==> src/rtl/ps2_ascii_decoder_if.sv <==
// ps2_ascii_decoder_if
//   Groups the keyboard-side lines and the display-side outputs of the
//   PS/2 ASCII decoder.
//   master : keyboard/driver side (drives ps2_clk/ps2_data, observes outputs)
//   slave  : decoder side (receives ps2_clk/ps2_data, drives outputs)
//   Signals:
//     ps2_clk, ps2_data  raw keyboard lines, asynchronous to clk
//     ascii[7:0]         ASCII of the last printable key, held between presses
//     if_press           one-cycle pulse, ascii valid in the same cycle
//     if_back            one-cycle pulse on Backspace make
//     if_enter           one-cycle pulse on Enter make
//     frame_err          one-cycle pulse when a frame is rejected
interface ps2_ascii_decoder_if;
  logic       ps2_clk;
  logic       ps2_data;
  logic [7:0] ascii;
  logic       if_press;
  logic       if_back;
  logic       if_enter;
  logic       frame_err;

  modport master (
    output ps2_clk, ps2_data,
    input  ascii, if_press, if_back, if_enter, frame_err
  );

  modport slave (
    input  ps2_clk, ps2_data,
    output ascii, if_press, if_back, if_enter, frame_err
  );
endinterface

==> src/rtl/ps2_ascii_decoder.sv <==
// ps2_ascii_decoder
//   Receives PS/2 set-2 scan-code frames, tracks Shift/CapsLock and turns
//   make codes into ASCII plus Backspace/Enter pulses for the display stage.
//   Parameters:
//     TIMEOUT_CYCLES  idle clk cycles after which a partial frame is dropped
//   Ports:
//     clk    50 MHz system clock
//     reset  asynchronous, active-high
//     bus    ps2_ascii_decoder_if.slave (keyboard lines in, key events out)
module ps2_ascii_decoder #(
  parameter int TIMEOUT_CYCLES = 50000
) (
  input  logic               clk,
  input  logic               reset,
  ps2_ascii_decoder_if.slave bus
);

  localparam int               TMO_W    = $clog2(TIMEOUT_CYCLES + 1);
  localparam logic [TMO_W-1:0] TMO_LAST = TMO_W'(TIMEOUT_CYCLES - 1);

  typedef enum logic {RX_IDLE, RX_BITS} rx_state_t;

  logic [2:0]       ps2_clk_sync;
  logic [2:0]       ps2_data_sync;
  logic             fall;
  logic             data_bit;
  rx_state_t        rx_state, rx_state_next;
  logic [3:0]       bit_cnt, bit_cnt_next;
  logic [10:0]      shreg, shreg_next;
  logic [TMO_W-1:0] tmo_cnt, tmo_cnt_next;
  logic [10:0]      frame;
  logic             frame_done;
  logic             frame_good;
  logic             vld_p1;
  logic [7:0]       byte_p1;
  logic             brk, ext, shift_l, shift_r, caps, caps_held;
  logic [8:0]       key_map;

  // Returns {hit, ascii}; hit=0 for codes with no printable mapping.
  function automatic logic [8:0] map_key(input logic [7:0] code,
                                         input logic       shift,
                                         input logic       caps_on);
    logic [7:0] c;
    logic       hit;
    hit = 1'b1;
    c   = 8'h00;
    case (code)
      8'h1C: c = "a";  8'h32: c = "b";  8'h21: c = "c";  8'h23: c = "d";
      8'h24: c = "e";  8'h2B: c = "f";  8'h34: c = "g";  8'h33: c = "h";
      8'h43: c = "i";  8'h3B: c = "j";  8'h42: c = "k";  8'h4B: c = "l";
      8'h3A: c = "m";  8'h31: c = "n";  8'h44: c = "o";  8'h4D: c = "p";
      8'h15: c = "q";  8'h2D: c = "r";  8'h1B: c = "s";  8'h2C: c = "t";
      8'h3C: c = "u";  8'h2A: c = "v";  8'h1D: c = "w";  8'h22: c = "x";
      8'h35: c = "y";  8'h1A: c = "z";
      8'h45: c = shift ? ")" : "0";
      8'h16: c = shift ? "!" : "1";
      8'h1E: c = shift ? "@" : "2";
      8'h26: c = shift ? "#" : "3";
      8'h25: c = shift ? "$" : "4";
      8'h2E: c = shift ? "%" : "5";
      8'h36: c = shift ? "^" : "6";
      8'h3D: c = shift ? "&" : "7";
      8'h3E: c = shift ? "*" : "8";
      8'h46: c = shift ? "(" : "9";
      8'h29: c = 8'h20;
      default: hit = 1'b0;
    endcase
    // Caps only affects letters, and cancels against Shift.
    if (c >= "a" && c <= "z" && (shift ^ caps_on)) c = c - 8'h20;
    return {hit, c};
  endfunction

  // Stage p0: synchronize the raw lines and detect ps2_clk falling edges
  always_ff @(posedge clk or posedge reset) begin
    if (reset) begin
      ps2_clk_sync  <= 3'b111;
      ps2_data_sync <= 3'b111;
    end else begin
      ps2_clk_sync  <= {ps2_clk_sync[1:0], bus.ps2_clk};
      ps2_data_sync <= {ps2_data_sync[1:0], bus.ps2_data};
    end
  end

  assign fall     = ps2_clk_sync[2] & ~ps2_clk_sync[1];
  assign data_bit = ps2_data_sync[2];

  // Frame bits shift in LSB first: [0]=start, [8:1]=data, [9]=parity, [10]=stop.
  assign frame      = {data_bit, shreg[10:1]};
  assign frame_done = fall && (rx_state == RX_BITS) && (bit_cnt == 4'd10);
  assign frame_good = ~frame[0] & frame[10] & (^frame[9:1]);

  always_ff @(posedge clk or posedge reset) begin
    if (reset) begin
      rx_state <= RX_IDLE;
      bit_cnt  <= '0;
      shreg    <= '0;
      tmo_cnt  <= '0;
    end else begin
      rx_state <= rx_state_next;
      bit_cnt  <= bit_cnt_next;
      shreg    <= shreg_next;
      tmo_cnt  <= tmo_cnt_next;
    end
  end

  always_comb begin
    rx_state_next = rx_state;
    bit_cnt_next  = bit_cnt;
    shreg_next    = shreg;
    tmo_cnt_next  = '0;
    case (rx_state)
      RX_IDLE: begin
        if (fall) begin
          shreg_next    = frame;
          bit_cnt_next  = 4'd1;
          rx_state_next = RX_BITS;
        end
      end
      RX_BITS: begin
        if (fall) begin
          shreg_next = frame;
          if (bit_cnt == 4'd10) begin
            bit_cnt_next  = '0;
            rx_state_next = RX_IDLE;
          end else begin
            bit_cnt_next = bit_cnt + 4'd1;
          end
        end else if (tmo_cnt == TMO_LAST) begin
          // Keyboard went quiet mid-frame: drop it without flagging an error.
          bit_cnt_next  = '0;
          rx_state_next = RX_IDLE;
        end else begin
          tmo_cnt_next = tmo_cnt + TMO_W'(1);
        end
      end
      default: rx_state_next = RX_IDLE;
    endcase
  end

  // Stage p1: frame check and byte register
  always_ff @(posedge clk or posedge reset) begin
    if (reset) begin
      vld_p1        <= 1'b0;
      bus.frame_err <= 1'b0;
    end else begin
      vld_p1        <= frame_done & frame_good;
      bus.frame_err <= frame_done & ~frame_good;
    end
  end

  always_ff @(posedge clk) begin
    if (frame_done) byte_p1 <= frame[8:1];
  end

  assign key_map = map_key(byte_p1, shift_l | shift_r, caps);

  // Stage p2: decode modifiers/prefixes and register the outputs
  always_ff @(posedge clk or posedge reset) begin
    if (reset) begin
      bus.ascii    <= 8'h00;
      bus.if_press <= 1'b0;
      bus.if_back  <= 1'b0;
      bus.if_enter <= 1'b0;
      brk          <= 1'b0;
      ext          <= 1'b0;
      shift_l      <= 1'b0;
      shift_r      <= 1'b0;
      caps         <= 1'b0;
      caps_held    <= 1'b0;
    end else begin
      bus.if_press <= 1'b0;
      bus.if_back  <= 1'b0;
      bus.if_enter <= 1'b0;
      if (vld_p1) begin
        if (byte_p1 == 8'hF0) begin
          brk <= 1'b1;
        end else if (byte_p1 == 8'hE0) begin
          ext <= 1'b1;
        end else begin
          brk <= 1'b0;
          ext <= 1'b0;
          if (brk) begin
            case (byte_p1)
              8'h12:   shift_l   <= 1'b0;
              8'h59:   shift_r   <= 1'b0;
              8'h58:   caps_held <= 1'b0;
              default: ;
            endcase
          end else if (byte_p1 == 8'h5A) begin
            bus.if_enter <= 1'b1;
          end else if (!ext) begin
            case (byte_p1)
              8'h12: shift_l <= 1'b1;
              8'h59: shift_r <= 1'b1;
              8'h58: begin
                // Typematic repeats of CapsLock arrive with caps_held set.
                if (!caps_held) caps <= ~caps;
                caps_held <= 1'b1;
              end
              8'h66: bus.if_back <= 1'b1;
              default: begin
                if (key_map[8]) begin
                  bus.ascii    <= key_map[7:0];
                  bus.if_press <= 1'b1;
                end
              end
            endcase
          end
        end
      end
    end
  end

endmodule

==> src/flat_wrapper.sv <==
// flat-port wrapper written by rule: the top's interface ports become plain ports
module ps2_ascii_decoder_flat 
#(
  parameter int TIMEOUT_CYCLES = 50000
)
  (clk, reset, bus_ps2_clk, bus_ps2_data, bus_ascii, bus_if_press, bus_if_back, bus_if_enter, bus_frame_err);
  ps2_ascii_decoder_if bus_i ();
  input  logic clk;
  input  logic reset;
  input wire logic [$bits(bus_i.ps2_clk)-1:0] bus_ps2_clk;
  input wire logic [$bits(bus_i.ps2_data)-1:0] bus_ps2_data;
  output wire logic [$bits(bus_i.ascii)-1:0] bus_ascii;
  output wire logic [$bits(bus_i.if_press)-1:0] bus_if_press;
  output wire logic [$bits(bus_i.if_back)-1:0] bus_if_back;
  output wire logic [$bits(bus_i.if_enter)-1:0] bus_if_enter;
  output wire logic [$bits(bus_i.frame_err)-1:0] bus_frame_err;
  assign bus_i.ps2_clk = bus_ps2_clk;
  assign bus_i.ps2_data = bus_ps2_data;
  assign bus_ascii = bus_i.ascii;
  assign bus_if_press = bus_i.if_press;
  assign bus_if_back = bus_i.if_back;
  assign bus_if_enter = bus_i.if_enter;
  assign bus_frame_err = bus_i.frame_err;
  ps2_ascii_decoder #(.TIMEOUT_CYCLES(TIMEOUT_CYCLES)) u_core (.clk(clk), .reset(reset), .bus(bus_i));
endmodule
==> config.mk <==
export PLATFORM = sky130hd
export DESIGN_NAME = ps2_ascii_decoder_flat
export DESIGN_NICKNAME = d
export VERILOG_FILES = /design/src/rtl/ps2_ascii_decoder_if.sv /design/src/rtl/ps2_ascii_decoder.sv /design/src/flat_wrapper.sv
export SDC_FILE = /design/constraint.sdc
export NUM_CORES = 1
export LEC_CHECK = 0
export BUFFER_PORTS_ARGS = -buffer_cell sky130_fd_sc_hd__buf_2
export CORE_MARGIN = 3
export CORE_UTILIZATION = 40
export CTS_BUF_LIST = sky130_fd_sc_hd__clkbuf_16
export CTS_CLUSTER_DIAMETER = 80
export DETAILED_ROUTE_END_ITERATION = 16
export PLACE_DENSITY_LB_ADDON = 0.25
export SLEW_MARGIN = 20
export SYNTH_ARGS = -nofsm -noshare
export SYNTH_HDL_FRONTEND = slang
export SYNTH_SLANG_ARGS = --single-unit
==> constraint.sdc <==
create_clock -name clk -period 6.5 [get_ports clk]
set_clock_uncertainty 0.1 [all_clocks]
set_input_delay 0.65 -clock clk [delete_from_list [all_inputs] [get_ports clk]]
set_output_delay 0.65 -clock clk [all_outputs]
set_load 0.03 [all_outputs]
* Word-level counts from Yosys, hierarchy flattened
Index checks and enable logic that the tools add are counted.
** Storage, ports and cells
- Register bits :: 65
- Word-level logic and storage cells :: 180
- Input port bits :: 4
** Operators by class
- Reduce and logical (&&, ||, !) cells :: 18
- Order comparisons :: 2
- $add $sub $neg :: 3
- Equal/unequal tests :: 54
- Bitwise logic cells :: 19
- Multiplexer cells :: 65
** Operators with widths (count)
- $pmux 8 s37 :: 1
- $eq 8x6->1 const B :: 23
- $eq 8x7->1 const B :: 11
- $eq 8x5->1 const B :: 8
- $mux 16 :: 3
- $mux 1 :: 43
- $mux 5 :: 8
- $reduce_or 37->1 :: 1
- $reduce_and 7->1 :: 3
- $add 16x1->16 const B :: 1
- $eq 16x16->1 const B :: 1
- $eq 8x8->1 const B :: 2
- $mux 4 :: 4
- $reduce_and 8->1 :: 2
- $mux 7 :: 2
- $not 1->1 :: 12
- $mux 11 :: 1
- $reduce_bool 3->1 :: 3
- $reduce_xor 9->1 :: 1
- $ge 8x7->1 const B :: 1
- $le 8x7->1 const B :: 1
- $mux 8 :: 1
- $ne 2x1->1 const B :: 4
- $pmux 4 s2 :: 1
- other kinds (12) :: 23

* Longest topological paths before layout
Gate-level depths: netlist of run 1.
- Depth after elaboration :: 11
- Depth in mapped cells :: 11

* Worst setup path after synthesis of run 1
OpenSTA, ideal clock, no wires.
- Path kind :: register to register
- Start :: register u_core.byte_p1[6]
- End :: register u_core.bus.ascii[6]
- Period minus slack after synthesis :: 2.389 ns
- Path buffers :: 2
- Path slack :: 4.111 ns
- Stages on the path, launching flop included :: 12
- Arrival :: 2.194 ns
- Data required time :: 6.305 ns
- Cell sequence :: edfxtp_1 buf_6 or4b_4 buf_6 nor3_1 o21ai_0 o41ai_1 nor2_1 ha_1 nand2_1 nor2_1 o31ai_1
** On the way
- Longest elaborated chain between the ends :: 6
** RTL lines
- start: declaration :: RTL line ps2_ascii_decoder.sv:35 : logic [7:0] byte_p1;
- start signal: assignment :: RTL line ps2_ascii_decoder.sv:152 : if (frame_done) byte_p1 <= frame[8:1];
- $eq 8x6->1 (tied with other cells) :: RTL line ps2_ascii_decoder.sv:47 : case (code)
- $pmux 8 s37 :: RTL line ps2_ascii_decoder.sv:47
- $ge 8x7->1 / $le 8x7->1 (equally long branches) :: RTL line ps2_ascii_decoder.sv:69 : if (c >= "a" && c <= "z" && (shift ^ caps_on)) c = c - 8'h20;
- $logic_and 1x1->1 (2 in a row) :: RTL line ps2_ascii_decoder.sv:69
- $mux 8 :: RTL line ps2_ascii_decoder.sv:69
- end signal: assignment :: RTL line ps2_ascii_decoder.sv:203 : bus.ascii <= key_map[7:0];
- end: declaration :: RTL line ps2_ascii_decoder_if.sv:29 : output ascii, if_press, if_back, if_enter, frame_err
Several ways; a longest one is shown, not always the timed one.
A chain may end at the register's enable or synchronous reset.

* Final worst setup path of run 1
- Start :: register u_core.byte_p1[3]
- End :: register u_core.bus.ascii[6]
The elaborated chain is that of the path after synthesis.

==> metrics.txt, run 1 <==
outcome finished, final reports clean; Residual DRC 0; Die Y 102 um; Worst Setup SP u_core.byte_p1[3]; pin count of the biggest net entering global routing 57; sequential share of power 0.422; Initial DRC Count 233; root buffer cell clkbuf_16; H-tree depth 3; switching power total 293 uW; worst slew pin tran 792 ps; Total GRT Usage 0.170; # resized after CTS 0; clk_lat worst skew 340 ps; clock slew at reported path FFs 60 ps; Longest Clk Path Bufs 2; CTS tree built; Final Setup Violations 0; area of the core 8850 sq um; DP Worst Slack 3490 ps; Critical R2R Capture u_core.bus.ascii[6]; die area 10,400 sq um; Row Count 34; setup repair bufs after CTS 0; hold-fix buffer count after cts 0; clock network power share 0.456; Post-synth top flop dfrtp_1; WL per Instance 15.9 um; met1 Track Usage GR 0.232; RSZ-0062 raised after global routing false; total CTS buffers 9; combinational share of power 0.122; hold path cells 0; mapped cell area 3680 sq um; vias per std cell 5.85; I/O pin cnt 16; Placed Cells incl. Taps 485; drt total wl 7980 um; P_leak 1.66 nW; via count 2,932; Max Cap Violations 0; Sw Share 0.252; Fin. Hold Viols 0; GRT met2 Usage 0.254; max-slew violations 0; #FFs+latches synth 64; Pwr Density 283 nW/um^2; Post-Syn Nets 392; crit-path cells clkinv_1 > mux2i_1 > a31oi_1 > o21ai_0 > nor3_2 > ha_1 > nand2_1 > nor2_1 > o31ai_1; Syn Area/Cell 9.59 sq um; CP arrival 3220 ps; fill count 865; dpl hpwl 5490 um; initial core utilization 0.416; Worst EP required 6630 ps; met3 usage 0.0437; GRT overflow 0; sequential area share after synthesis 0.448; number of cells on the critical path 9; slowest stage cell, crit path edfxtp_1; worst vdd ir 0.155 mV; RePlAce Congestion 0.927; Worst setup SP type flip-flop; setup TNS 0 ps; first-pass GRT wire length 13,900 um; Max-Slew Margin vs Limit 0.472; number of flops mapped to enable cells by yosys 8; Non-Filler Instances 501; Hold WC Path Type reg2reg; delay-heaviest family, CP flip-flops; DIE WIDTH 102 um; worst-path fanout max 25; GR peak layer met2; initial antenna violation count 0; critical path endpoint category flip-flop; Max Clk Rate 324 MHz; final worst slack 3420 ps; share of cells above drive strength 1 0.163; RR Startpoint u_core.byte_p1[3]; fin crit share 0.474; vias in the first global route 2,870; CP Capture Point u_core.bus.ascii[6]; Internal Power 870 uW; # diodes 0; CP bufs+invs 1; synthesis-to-layout area growth 11.4%; clock sinks 64; Port Buf Inserts 15; Crit Path Category reg2reg; slowest stage delay, CP 850 ps; Netlist cell types 72; drt first pass iters 5; FF-to-FF setup slack 3420 ps; Final min period 3080 ps; Yosys warnings 0; post-synthesis async set-or-reset flop share 0.875; Post-Syn Instances 384; Routed Antenna Nets 0; fin nets 396; worst r2r path cells 9
==> worst min path at each step <==
stage                                    endpoint                     from
after floorplan            u_core.ps2_clk_sync[1]   u_core.ps2_clk_sync[0]
after global placement    u_core.ps2_data_sync[2]  u_core.ps2_data_sync[1]
after detailed placement  u_core.ps2_data_sync[2]  u_core.ps2_data_sync[1]
after CTS                 u_core.ps2_data_sync[1]  u_core.ps2_data_sync[0]
after global routing      u_core.ps2_data_sync[1]  u_core.ps2_data_sync[0]
final                     u_core.ps2_data_sync[1]  u_core.ps2_data_sync[0]
==> power groups by stage <==
stage               sequential [mW]  clock, mW  combinational [mW]
floorplan                     0.484          0               0.128
detailed placement            0.498          0               0.144
CTS                           0.491      0.543               0.145
global placement              0.496          0               0.140
finish                        0.491      0.530               0.142
global route                  0.500      0.559               0.161
==> Yosys cell counts, types with 10 or more instances <==
cell type / instances / area share
dfrtp_1: 50 / 0.34
nor2_1: 45 / 0.046
nand2_1: 31 / 0.032
nand3_1: 17 / 0.023
xnor2_1: 17 / 0.040
o21ai_0: 16 / 0.022
a21oi_1: 15 / 0.020
buf_2: 13 / 0.018
mux2_2: 10 / 0.031
==> metrics by stage <==
stage               power (mW)  hold slack (ps)  utilization  cell area, sq um
floorplan                0.613              245            -              3680
global placement         0.636              248        0.427              3780
detailed placement       0.642              250        0.427              3780
CTS                       1.18              257        0.464              4110
global route              1.22              258        0.464              4110
finish                    1.16              255        0.464              4110
==> cell type report <==
type	count	area [sq um]	share of cell area
timing repair buffer	17	90.1	0.0219
tap	108	135	0.0329
multi-input combinational	286	1860	0.454
clock buffer	9	225	0.0549
inverter	10	37.5	0.00914
clock inverter	7	104	0.0253
sequential	64	1650	0.402
==> worst reg2reg max path, cell delays in order (launching register included) <==
cell	delay, ps
edfxtp_1	850
clkinv_1	490
mux2i_1	210
a31oi_1	240
o21ai_0	140
nor3_2	340
ha_1	300
nand2_1	60
nor2_1	40
o31ai_1	210
==> layout by cell type (no fill, tap or decap), types with 5 or more instances in the layout <==
cell type	Yosys	final
nor4_1	5	5
buf_2	13	15
a21oi_1	15	15
clkbuf_16	0	9
inv_1	8	7
nand2b_1	7	7
nor2b_1	9	9
mux2_2	10	10
o22ai_1	6	6
nand2_1	31	31
nor3_1	9	9
nor2_1	45	45
xor2_1	9	9
dfrtp_1	50	50
o31ai_1	6	6
and3_1	7	7
a31oi_1	9	9
nand3_1	17	17
xnor2_1	17	17
dfstp_2	6	6
edfxtp_1	8	8
o21ai_0	16	16
==> registers in the layout, indices dropped and copies added (netlist names), 3 cells and up <==
name and flops:
u_core.ps2_data_sync 3, u_core.ps2_clk_sync 3, u_core.shreg 10, u_core.tmo_cnt 16, u_core.bit_cnt 4, u_core.bus.ascii 8, u_core.byte_p1 8
==> metal layers <==
layer / wire, um / vias up / share of wire
met4: 209 / 0 / 0.026
met3: 492 / 20 / 0.062
met2: 3770 / 95 / 0.47
met1: 3510 / 1410 / 0.44
met5: 0 / - / 0
li1: - / 1407 / -
==> cells by family after synthesis <==
logic type | Yosys count | share of synthesized area
multiplexers | 12 | 0.0360
XOR/XNOR | 26 | 0.0618
buffers and inverters | 34 | 0.0462
adder cells (fa/ha/maj) | 4 | 0.0136
flip-flops | 64 | 0.448
AND/OR/NAND/NOR | 159 | 0.228
AO/OA/AOI/OAI | 85 | 0.166
(Power assumes the default switching activity.)
==> inputs of run 2 (changes only) <==
clock period = 3.2 ns   (was 6.5 ns; I/O delays follow)
==> metrics.txt, run 2 (synthesis results as in run 1) <==
outcome finished, final reports clean; Critical R2R Capture u_core.bus.ascii[6]; vias per std cell 5.87; Die Y 102 um; pin count of the biggest net entering global routing 39; drt total wl 8400 um; Max Clk Rate 350 MHz; Critical Path Most Common Cell nor2_1; Total GRT Usage 0.175; Hold WC Path Type reg2reg; delay-heaviest family, CP simple AND/OR/NAND/NOR gates; Internal Power 1.76 mW; root buffer cell clkbuf_16; Initial DRC Count 266; CTS tree built; drt first pass iters 5; total CTS buffers 9; via count 3,015; P_leak 1.72 nW; GRT overflow 0; Residual DRC 0; worst r2r path cells 9; RePlAce Congestion 0.901; routed wl met2 4080 um; Final Setup Violations 0; RR Startpoint u_core.byte_p1[5]; Max Cap Violations 0; RSZ-0062 raised after global routing false; WL per Instance 16.3 um; CP arrival 2990 ps; worst-path fanout max 18; slowest stage cell, crit path or4b_1; max FFs per register 16; Top reg by flops u_core.tmo_cnt; biggest regs u_core.tmo_cnt (16), u_core.shreg (10); Sw Share 0.248; Row Count 34; worst vdd ir 0.354 mV; slowest stage delay, CP 770 ps; share of cells above drive strength 1 0.180; synthesis-to-layout area growth 14.1%; H-tree depth 3; I/O pin cnt 16; Crit Path Category reg2reg; most frequent cells in the layout dfrtp_1 (50), nor2_1 (45), nand2_1 (31); met3 wire length 603 um; fin crit share 0.893; clock network power share 0.449; crit-path cells or4b_1 > nor2_1 > o21ai_0 > o41ai_1 > nor2_1 > ha_1 > nand2_1 > nor2_1 > o31ai_1; vias in the first global route 2,945; hold endpoint u_core.ps2_clk_sync[2]; Pwr Density 558 nW/um^2; design area 4200 sq um; setup repair bufs after CTS 0; Final min period 2860 ps; setup TNS 0 ps; Worst EP required 3330 ps; worst slew pin tran 711 ps; die area 10,400 sq um; area of the core 8850 sq um; initial antenna violation count 0; max-slew violations 0; hold path cells 0; switching power total 582 uW; clock slew at reported path FFs 60 ps; initial core utilization 0.416; dpl hpwl 5950 um; fin nets 409; clock sinks 64; sequential share of power 0.426; Routed Antenna Nets 0; clk_lat worst skew 330 ps; critical path endpoint category flip-flop; CP bufs+invs 0; Fin. Hold Viols 0; Max Used Layer met4; Worst Min Path Start u_core.ps2_clk_sync[1]; wl on met1 3550 um; area post-placement 3850 sq um; first-pass GRT wire length 14,400 um; most common cell after layout, fill and taps aside dfrtp_1; Longest Clk Path Bufs 2; Worst setup SP type flip-flop; FF-to-FF setup slack 340 ps; DIE WIDTH 102 um; Port Buf Inserts 15; Max-Slew Margin vs Limit 0.514; combinational share of power 0.125; # diodes 0
run 2: metal layers:
metal,GRT usage,up-vias
li1,-,1428
met5,0,-
met3,0.0451,16
met2,0.283,142
met4,0.0585,0
met1,0.230,1429
run 2: worst reg2reg max path, cell delays in order, from the launching register on:
cell      delay (ps)
edfxtp_1         610
or4b_1           770
nor2_1           210
o21ai_0          200
o41ai_1          120
nor2_1           170
ha_1             320
nand2_1           60
nor2_1            40
o31ai_1          180
run 2: what timing repair did:
item                                   4_1_cts  5_1_grt
gates resized for setup                      0        0
hold buffers                                 3        0
endpoints found under the hold margin       20        0
run 2: through the flow:
stage                     setup slack [ps]  total power, mW  utilization  std cells  hold slack (ps)
after floorplan                        811             1.24            -        384              224
after global placement                 355             1.29        0.435        495              229
after detailed placement               383             1.30        0.435        495              230
after CTS                              365             2.38        0.475        514              257
after global routing                   137             2.47        0.475        514              259
final                                  343             2.34        0.475        514              256
run 2: layout make-up:
class,instances,area (sq um)
Clock buffer,9,225
Clock inverter,7,95.1
Fill cell,833,4650
Inverter,10,37.5
Multi-Input combinational cell,286,1860
Sequential cell,64,1650
Tap cell,108,135
Timing Repair Buffer,30,195
run 2: power groups by stage:
stage / Combinational [mW] / Sequential (mW) / Clock [mW]
after detailed placement: 0.289 / 1.01 / 0
after floorplan: 0.261 / 0.984 / 0
after CTS: 0.295 / 0.999 / 1.08
after global placement: 0.284 / 1.01 / 0
final: 0.293 / 0.998 / 1.05
after global routing: 0.337 / 1.01 / 1.12
run 2: worst max-delay path by stage:
stage | from | endpoint | slack, ps | cells past startpoint
6_report | u_core.byte_p1[5] | u_core.bus.ascii[6] | 340 | 9
5_1_grt | u_core.byte_p1[5] | u_core.bus.ascii[6] | 140 | 9
4_1_cts | u_core.byte_p1[5] | u_core.bus.ascii[6] | 370 | 9
3_5_place_dp | u_core.byte_p1[5] | u_core.bus.ascii[6] | 380 | 9
3_3_place_gp | u_core.byte_p1[5] | u_core.bus.ascii[6] | 350 | 9
2_1_floorplan | u_core.byte_p1[6] | u_core.bus.ascii[6] | 810 | 11
==> inputs of run 3 (changes only) <==
ABC_AREA = 1   (was unset)
CORE_MARGIN = 2   (was 3)
PLACE_DENSITY_LB_ADDON = 0.3   (was 0.25)
==> metrics.txt, run 3 <==
clk_lat worst skew 330 ps; max-slew violations 0; mux cell area share after synthesis 0; Worst EP required 3320 ps; Non-Filler Instances 602; Post-synth top flop dfrtp_1; vias per std cell 5.01; xor/xnor share of the synthesized area 0.0325; failing checks hold timing; Row Count 34; clock slew at reported path FFs 50 ps; area of the core 8590 sq um; post-synthesis async set-or-reset flop share 0.875; drt first pass iters 7; H-tree depth 3; mapped cell area 3500 sq um; GR peak layer met2; RePlAce Congestion 0.909; worst vdd ir 0.346 mV; most common cell after layout, fill and taps aside nand2_1; top-area cell type share of the netlist area 0.357; critical path endpoint category flip-flop; Max-Slew Margin vs Limit 0.554; sequential area share after synthesis 0.471; area share of and/or/nand/nor cells after synthesis 0.337; vias in the first global route 2,984; dpl hpwl 5550 um; root buffer cell clkbuf_16; WL per Instance 12.5 um; clock sinks 64; Port Buf Inserts 15; Final Setup Violations 0; combinational share of power 0.078; clock network power share 0.502; outcome complete, but fails checks; Die Y 97.6 um; biggest regs u_core.tmo_cnt (16), u_core.shreg (10); CP arrival 2540 ps; Syn Area/Cell 7.59 sq um; worst slew pin tran 669 ps; CTS tree built; Post-Syn Instances 462; Max Cap Violations 0; Max Clk Rate 412 MHz; I/O pin cnt 16; synthesis-to-layout area growth 16.1%; met1 Track Usage GR 0.228; met3 usage 0.0496; DIE WIDTH 97.6 um; max FFs per register 16; Placed Cells incl. Taps 584; total CTS buffers 9; complex-gate fraction of the synthesized area 0.0800; Sw Share 0.221; slowest stage cell, crit path edfxtp_1; initial antenna violation count 0; #FFs+latches synth 64; Netlist cell types 34; area post-placement 3710 sq um; Post-Syn Nets 470; Fin. Hold Viols 6; Post-synth top cells nand2_1 (134), nor2_1 (68), dfrtp_1 (50); RSZ-0062 raised after global routing false; Routed Antenna Nets 0; crit-path cells inv_2 > nand2_2 > nor2_2 > nand2_1 > o21a_1 > nand2_1 > nor2_2 > nand3_1 > inv_1 > ha_1 > nand4_1 > nand2_1 > nand2_1; Initial DRC Count 188; pin count of the biggest net entering global routing 55; P_leak 2.06 nW; fin crit share 0.758; share of cells above drive strength 1 0.132; Crit Path Category reg2reg; die area 9530 sq um; design area 4070 sq um; # diodes 0; fraction of the mapped netlist area in adder cells 0.0143; switching power total 482 uW; most frequent cells in the layout nand2_1 (134), nor2_1 (68), dfrtp_1 (50); Longest Clk Path Bufs 2; top cells by area, synth dfrtp_1 (36%), nand2_1 (14%), nor2_1 (7.3%); fin nets 497; GRT overflow 0; GRT met2 Usage 0.280; Top reg by flops u_core.tmo_cnt; Final min period 2420 ps; worst-path fanout max 11; Internal Power 1.70 mW; sequential share of power 0.420; drt total wl 7510 um; Critical Path Most Common Cell nand2_1; Residual DRC 0; setup TNS 0 ps; Worst setup SP type flip-flop; initial core utilization 0.408; Hold WC Path Type in2async; Synth area leader dfrtp_1; slowest stage delay, CP 470 ps; WHS -5.85 ps; top-count cell post-synth nand2_1; first-pass GRT wire length 13,500 um; Yosys warnings 0; Total GRT Usage 0.174; largest family of logic cells by synthesized area simple AND/OR/NAND/NOR gates; number of flops mapped to enable cells by yosys 8; via count 3,018; # resized after CTS 0; Pwr Density 536 nW/um^2
run 3: worst max-delay path, delay by kind of cell, from the launching register on:
family | cells | cell delay, ps
flops | 1 | 470
buf+inv | 2 | 190
fa+ha+maj | 1 | 280
compound gates | 1 | 150
simple gates | 9 | 1120
run 3: power groups by stage:
stage,clock network [mW],logic (mW),registers [mW]
after floorplan,0,0.136,0.918
after global routing,1.16,0.196,0.922
after global placement,0,0.163,0.926
after detailed placement,0,0.168,0.928
final,1.10,0.170,0.915
after CTS,1.13,0.172,0.914
run 3: layout make-up:
| class | count | area (sq um) |
|---|---|---|
| timing repair buffer | 21 | 125 |
| multi-input combinational | 341 | 1630 |
| clock inverter | 7 | 111 |
| inverter | 52 | 198 |
| fill | 834 | 4520 |
| clock buffer | 9 | 225 |
| sequential | 64 | 1650 |
| tap | 108 | 135 |
run 3: logic make-up after synthesis:
kind of cell / Yosys count
AO/OA/AOI/OAI: 51
XOR/XNOR: 13
adder cells (fa/ha/maj): 4
buffers and inverters: 57
flip-flops: 64
AND/OR/NAND/NOR: 273
run 3: what timing repair did:
| action | in CTS | in global routing |
|---|---|---|
| setup buffers | 0 | 0 |
| hold endpoints to repair | 2 | 0 |
| setup endpoints to repair | 0 | 0 |
| hold buffers | 2 | 0 |
run 3: worst paths after layout:
kind / start / to / slack [ps] / cells past startpoint
max: u_core.byte_p1[4] / u_core.bus.ascii[6] / 780 / 13
min: reset / u_core.tmo_cnt[8] / -6 / 2
max reg2reg: u_core.byte_p1[4] / u_core.bus.ascii[6] / 780 / 13
min reg2reg: u_core.ps2_data_sync[1] / u_core.ps2_data_sync[2] / 250 / 0
max in group asynchronous: reset / u_core.ps2_data_sync[1] / 2390 / 3
min in group clk: u_core.ps2_data_sync[1] / u_core.ps2_data_sync[2] / 250 / 0
run 3: metal layers:
metal  vias up  routed length [um]
met2        59                3440
met3        16                 300
met5         -                   0
met4         0                 145
met1      1409                3620
li1       1534                   -
run 3: per-stage QoR:
stage	setup slack, ps	power, mW	hold WS, ps	util
2_1_floorplan	1210	1.05	224	-
3_3_place_gp	862	1.09	246	0.432
3_5_place_dp	781	1.10	249	0.432
4_1_cts	765	2.21	14.4	0.474
5_1_grt	540	2.28	59.1	0.474
6_report	776	2.18	-5.85	0.474
